$ cat src/rtl/gtv_disp.sv
// Drives a 4-digit multiplexed common-anode 7-segment display from the live count and mode.
// Count-to-display latency 11 clocks via a sequential shift-add-3 converter; no backpressure, count is resampled when idle.
module gtv_disp #(
   parameter int SCAN_DIV = 25000,
   parameter bit LZB      = 1'b1
) (
   input  logic       clk,
   input  logic       rst,
   input  logic [7:0] count,
   input  logic [2:0] mode,
   output logic [6:0] seg,
   output logic       dp,
   output logic [3:0] an
);

   localparam int             PW      = $clog2(SCAN_DIV);
   localparam logic [PW-1:0]  PRE_MAX = PW'(SCAN_DIV - 1);

   typedef enum logic [1:0] {IDLE, SHIFT, COMMIT} state_t;

   state_t      state, state_nx;
   logic [7:0]  shreg, shreg_nx;
   logic [7:0]  lat, lat_nx;
   logic [7:0]  last, last_nx;
   logic [11:0] bcd, bcd_nx, adj;
   logic [2:0]  iter, iter_nx;
   logic [3:0]  hund, hund_nx, tens, tens_nx, ones, ones_nx;

   logic [PW-1:0] presc, presc_nx;
   logic [1:0]    dig, dig_nx;
   logic [6:0]    seg_nx;
   logic          dp_nx;
   logic [3:0]    an_nx;
   logic [3:0]    dig_val;
   logic          blank;

   function automatic logic [6:0] glyph(input logic [3:0] v);
      case (v)
         4'd0:    glyph = 7'b1000000;
         4'd1:    glyph = 7'b1111001;
         4'd2:    glyph = 7'b0100100;
         4'd3:    glyph = 7'b0110000;
         4'd4:    glyph = 7'b0011001;
         4'd5:    glyph = 7'b0010010;
         4'd6:    glyph = 7'b0000010;
         4'd7:    glyph = 7'b1111000;
         4'd8:    glyph = 7'b0000000;
         4'd9:    glyph = 7'b0010000;
         default: glyph = 7'b1111111;
      endcase
   endfunction

   // Double-dabble correction applied before each shift
   always_comb begin
      adj = bcd;
      for (int i = 0; i < 3; i++) begin
         if (bcd[i*4 +: 4] >= 4'd5) adj[i*4 +: 4] = bcd[i*4 +: 4] + 4'd3;
      end
   end

   always_comb begin
      state_nx = state;
      shreg_nx = shreg;
      lat_nx   = lat;
      last_nx  = last;
      bcd_nx   = bcd;
      iter_nx  = iter;
      hund_nx  = hund;
      tens_nx  = tens;
      ones_nx  = ones;
      case (state)
         IDLE: begin
            if (count != last) begin
               shreg_nx = count;
               lat_nx   = count;
               bcd_nx   = 12'd0;
               iter_nx  = 3'd0;
               state_nx = SHIFT;
            end
         end
         SHIFT: begin
            {bcd_nx, shreg_nx} = {adj[10:0], shreg, 1'b0};
            iter_nx = iter + 3'd1;
            if (iter == 3'd7) state_nx = COMMIT;
         end
         COMMIT: begin
            hund_nx  = bcd[11:8];
            tens_nx  = bcd[7:4];
            ones_nx  = bcd[3:0];
            last_nx  = lat;
            state_nx = IDLE;
         end
         default: state_nx = IDLE;
      endcase
   end

   always_comb begin
      presc_nx = presc + 1'b1;
      dig_nx   = dig;
      if (presc == PRE_MAX) begin
         presc_nx = '0;
         dig_nx   = dig + 2'd1;
      end
   end

   // Digit 3 carries the mode and the only lit decimal point
   always_comb begin
      dig_val = ones;
      blank   = 1'b0;
      case (dig)
         2'd0: dig_val = ones;
         2'd1: begin
            dig_val = tens;
            blank   = LZB && (hund == 4'd0) && (tens == 4'd0);
         end
         2'd2: begin
            dig_val = hund;
            blank   = LZB && (hund == 4'd0);
         end
         default: dig_val = {1'b0, mode};
      endcase
      an_nx  = ~(4'b0001 << dig);
      dp_nx  = (dig != 2'd3);
      seg_nx = blank ? 7'b1111111 : glyph(dig_val);
   end

   always_ff @(posedge clk or negedge rst) begin
      if (!rst) begin
         state <= IDLE;
         shreg <= 8'd0;
         lat   <= 8'd0;
         last  <= 8'd0;
         bcd   <= 12'd0;
         iter  <= 3'd0;
         hund  <= 4'd0;
         tens  <= 4'd0;
         ones  <= 4'd0;
         presc <= '0;
         dig   <= 2'd0;
         seg   <= 7'b1111111;
         dp    <= 1'b1;
         an    <= 4'b1111;
      end else begin
         state <= state_nx;
         shreg <= shreg_nx;
         lat   <= lat_nx;
         last  <= last_nx;
         bcd   <= bcd_nx;
         iter  <= iter_nx;
         hund  <= hund_nx;
         tens  <= tens_nx;
         ones  <= ones_nx;
         presc <= presc_nx;
         dig   <= dig_nx;
         seg   <= seg_nx;
         dp    <= dp_nx;
         an    <= an_nx;
      end
   end

endmodule

$ cat config.mk
export PLATFORM = sky130hd
export DESIGN_NAME = gtv_disp
export DESIGN_NICKNAME = d
export VERILOG_FILES = /design/src/rtl/gtv_disp.sv
export SDC_FILE = /design/constraint.sdc
export NUM_CORES = 1
export LEC_CHECK = 0
export BUFFER_PORTS_ARGS = -buffer_cell sky130_fd_sc_hd__buf_2
export CAP_MARGIN = 30
export CORE_MARGIN = 1.5
export CORE_UTILIZATION = 51
export DETAILED_ROUTE_END_ITERATION = 16
export PLACE_DENSITY_LB_ADDON = 0.05
export SETUP_SLACK_MARGIN = 0.1
export SLEW_MARGIN = 5
export SYNTH_ARGS = -nofsm -noshare
export SYNTH_HDL_FRONTEND = slang
export SYNTH_SLANG_ARGS = --single-unit
$ cat constraint.sdc
create_clock -name clk -period 4.1 [get_ports clk]
set_input_delay 0.615 -clock clk [delete_from_list [all_inputs] [get_ports clk]]
set_output_delay 0.615 -clock clk [all_outputs]
set_load 0.005 [all_outputs]
==> impl_metrics.json <==
{
  "rsz0062_at_grt": "false",
  "hold_viol_final": 0,
  "skew_ns": 0.01007,
  "cts-resized-gates": 0,
  "vias": 2520,
  "crit_arrival_ns": 2.51,
  "routedWlPerCell_um": 14.21,
  "drcViolationCount": 0,
  "run_status": "complete, no violations",
  "initial_core_util_pct": 52.94,
  "yosysWarnings": 0,
  "fill_cells": 621,
  "syn_to_final_growth_pct": 11.24,
  "portBuffers": 24,
  "die-area_mm2": 0.008059,
  "antenna_found_initial": 0,
  "tightestPinTransition_ns": 0.8427,
  "synth_common_cells": "70 x dfrtp_1, 28 x mux2_2, 27 x nand2_1",
  "cts.sinks": 81,
  "post-route-cell-area_mm2": 0.004272,
  "maxSlewViolCount": 0,
  "drt_first_pass_iters": 9,
  "leakage_nw": 1.936,
  "ys_types": 47,
  "ys_seq_area_share_pct": 53.14,
  "cts_tree": "built",
  "required_ns": 4.38,
  "hp-class": "input port to asynchronous set/reset pin",
  "synth_edf_count": 0,
  "fin_crit_sh_pct": 54.46,
  "place_area_mm2": 0.004086,
  "rrSetupSlack_ns": 1.87,
  "drt_iter0_drc": 114,
  "final-setup-viol-count": 0,
  "synth_top_cell_area_share_pct": 45.62,
  "syn-mean-instance-area_um2": 11.46,
  "slew_headroom_pct": 43.82,
  "path_cells": "inv_1 -> ha_1 -> a222oi_1 -> mux2i_1 -> or4_4 -> nand4_1",
  "reg2reg_depth": 6,
  "cts_made_buffers": 9,
  "layout-drive-gt1-share_pct": 23.77,
  "crit_slowest_cell": "or4_4",
  "synthMostInstantiatedCell": "dfrtp_1",
  "antenna_cells": 0,
  "overflow": 0,
  "cts-root-buf": "clkbuf_8",
  "gp_congestion": 0.8025,
  "grt_max_degree": 44,
  "postSynthCellCount": 335,
  "netlist_area_mm2": 0.003840,
  "max_stage_delay_ns": 0.59,
  "clock.fmax_mhz": 447.9,
  "core_area_mm2": 0.007253,
  "grt_pass1_vias": 2419,
  "grt_usage_pct": 17.49,
  "htreeDepth": 3,
  "cp_max_fo": 6,
  "worst_slack_ns": 1.867,
  "tns_ns": 0,
  "wirelength_mm": 6.608,
  "cp-start-kind": "register",
  "synthArstFlopShare_pct": 100.0,
  "synth_ff_type": "dfrtp_1",
  "min_period_ns": 2.233,
  "powerDensity_mw_per_mm2": 647.1,
  "syn-num-nets": 365,
  "clkTransAtPathRegs_ns": 0.08,
  "vdd_drop_max_mv": 0.2918,
  "max-cap-violations": 0,
  "dp_slack_ns": 1.888,
  "hold-worst-slack_ns": 0.2382,
  "dieWidth_um": 89.77,
  "worst_setup_path_end_kind": "register",
  "fin_nets": 392,
  "ioPinCount": 25,
  "antenna_left": 0,
  "cts_hold_buf": 0,
  "die_h_um": 89.77,
  "critPathKind": "register to register",
  "dp_hpwl_mm": 4.621,
  "clk_path_buf_depth": 2,
  "utilization_pct": 58.89,
  "via_per_inst": 5.419,
  "row_count": 31,
  "grt_pass1_wl_mm": 11.30,
  "cts_setup_buffers": 0,
  "post-synth-top-area-cell": "dfrtp_1",
  "ys_top_cells_by_area": "dfrtp_1 46%, mux2_2 8.2%, dfstp_2 7.5%, ha_1 5.5%, xnor2_1 3.6%",
  "ys_ff_latch": 81,
  "clock_latency_ns": 0.34
}
[where the power goes]
group / switching (mW) / total [mW] / internal [mW]
clock: 0.280 / 0.559 / 0.278
sequential: 0.172 / 1.26 / 1.09
combinational: 0.476 / 0.944 / 0.469
total: 0.928 / 2.76 / 1.84
[cell type report]
class / instances / area [um^2] / share of cell area [%]
multi-input combinational: 224 / 1682 / 39.37
clock buffer: 10 / 127.6 / 2.988
tap: 99 / 123.9 / 2.900
inverter: 19 / 71.32 / 1.670
clock inverter: 5 / 57.56 / 1.347
sequential: 81 / 2041 / 47.77
timing repair buffer: 27 / 168.9 / 3.954
[layer usage]
| layer | part of all wire [%] | vias to the layer above | global-route usage [%] |
|---|---|---|---|
| li1 | - | 1241 | - |
| met1 | 50 | 1223 | 24.48 |
| met2 | 45 | 43 | 26.21 |
| met3 | 3.1 | 13 | 3.384 |
| met4 | 2.0 | 0 | 8.466 |
| met5 | 0 | - | 0 |
[sequential cells by signal, indices dropped and copies added (netlist names)]
name,flops
presc,15
bcd,12
last,8
lat,8
shreg,8
seg,7
an,4
hund,4
ones,4
tens,4
iter,3
dig,2
state,2
[layout by cell type (no fill, tap or decap), types with 6 or more instances in the layout]
master,n
dfrtp_1,70
mux2_2,28
nand2_1,27
buf_2,23
o21ai_0,21
inv_1,19
ha_1,17
xnor2_1,16
dfstp_2,11
nand3_1,10
xor2_1,10
nor2_1,10
clkbuf_8,9
and2_1,8
a21oi_1,6
a221o_1,6
[logic make-up (layout without fill, tap and decap cells)]
logic type | Yosys count | in the layout | synth area share [%]
simple gates | 91 | 91 | 12.74
flops | 81 | 81 | 53.14
compound gates | 59 | 59 | 10.59
mux | 31 | 31 | 8.993
buf+inv | 30 | 61 | 3.063
xor+xnor | 26 | 26 | 5.930
fa+ha+maj | 17 | 17 | 5.539
[worst max-delay path, delay by kind of cell (launching register included)]
| family | cells | cell delay [ns] |
|---|---|---|
| simple gates | 2 | 0.70 |
| flops | 1 | 0.41 |
| compound gates | 1 | 0.40 |
| fa+ha+maj | 1 | 0.28 |
| mux | 1 | 0.27 |
| buf+inv | 1 | 0.10 |
[stage by stage]
| step | cells | total power, mW |
|---|---|---|
| floorplan | 335 | 1.969 |
| global placement | 447 | 2.177 |
| detailed placement | 450 | 2.226 |
| CTS | 465 | 2.796 |
| global route | 465 | 2.964 |
| finish | 465 | 2.764 |
[final timing paths]
| check | startpoint | to |
|---|---|---|
| min in group clk | presc[0] | presc[0] |
| max in group asynchronous | rst | seg[6] |
| setup reg to reg | dig[0] | seg[3] |
| hold reg to reg | presc[0] | presc[0] |
| hold / removal | rst | presc[10] |
| setup / recovery | dig[0] | seg[3] |
No activity file was read; power rests on OpenSTA's default activity.
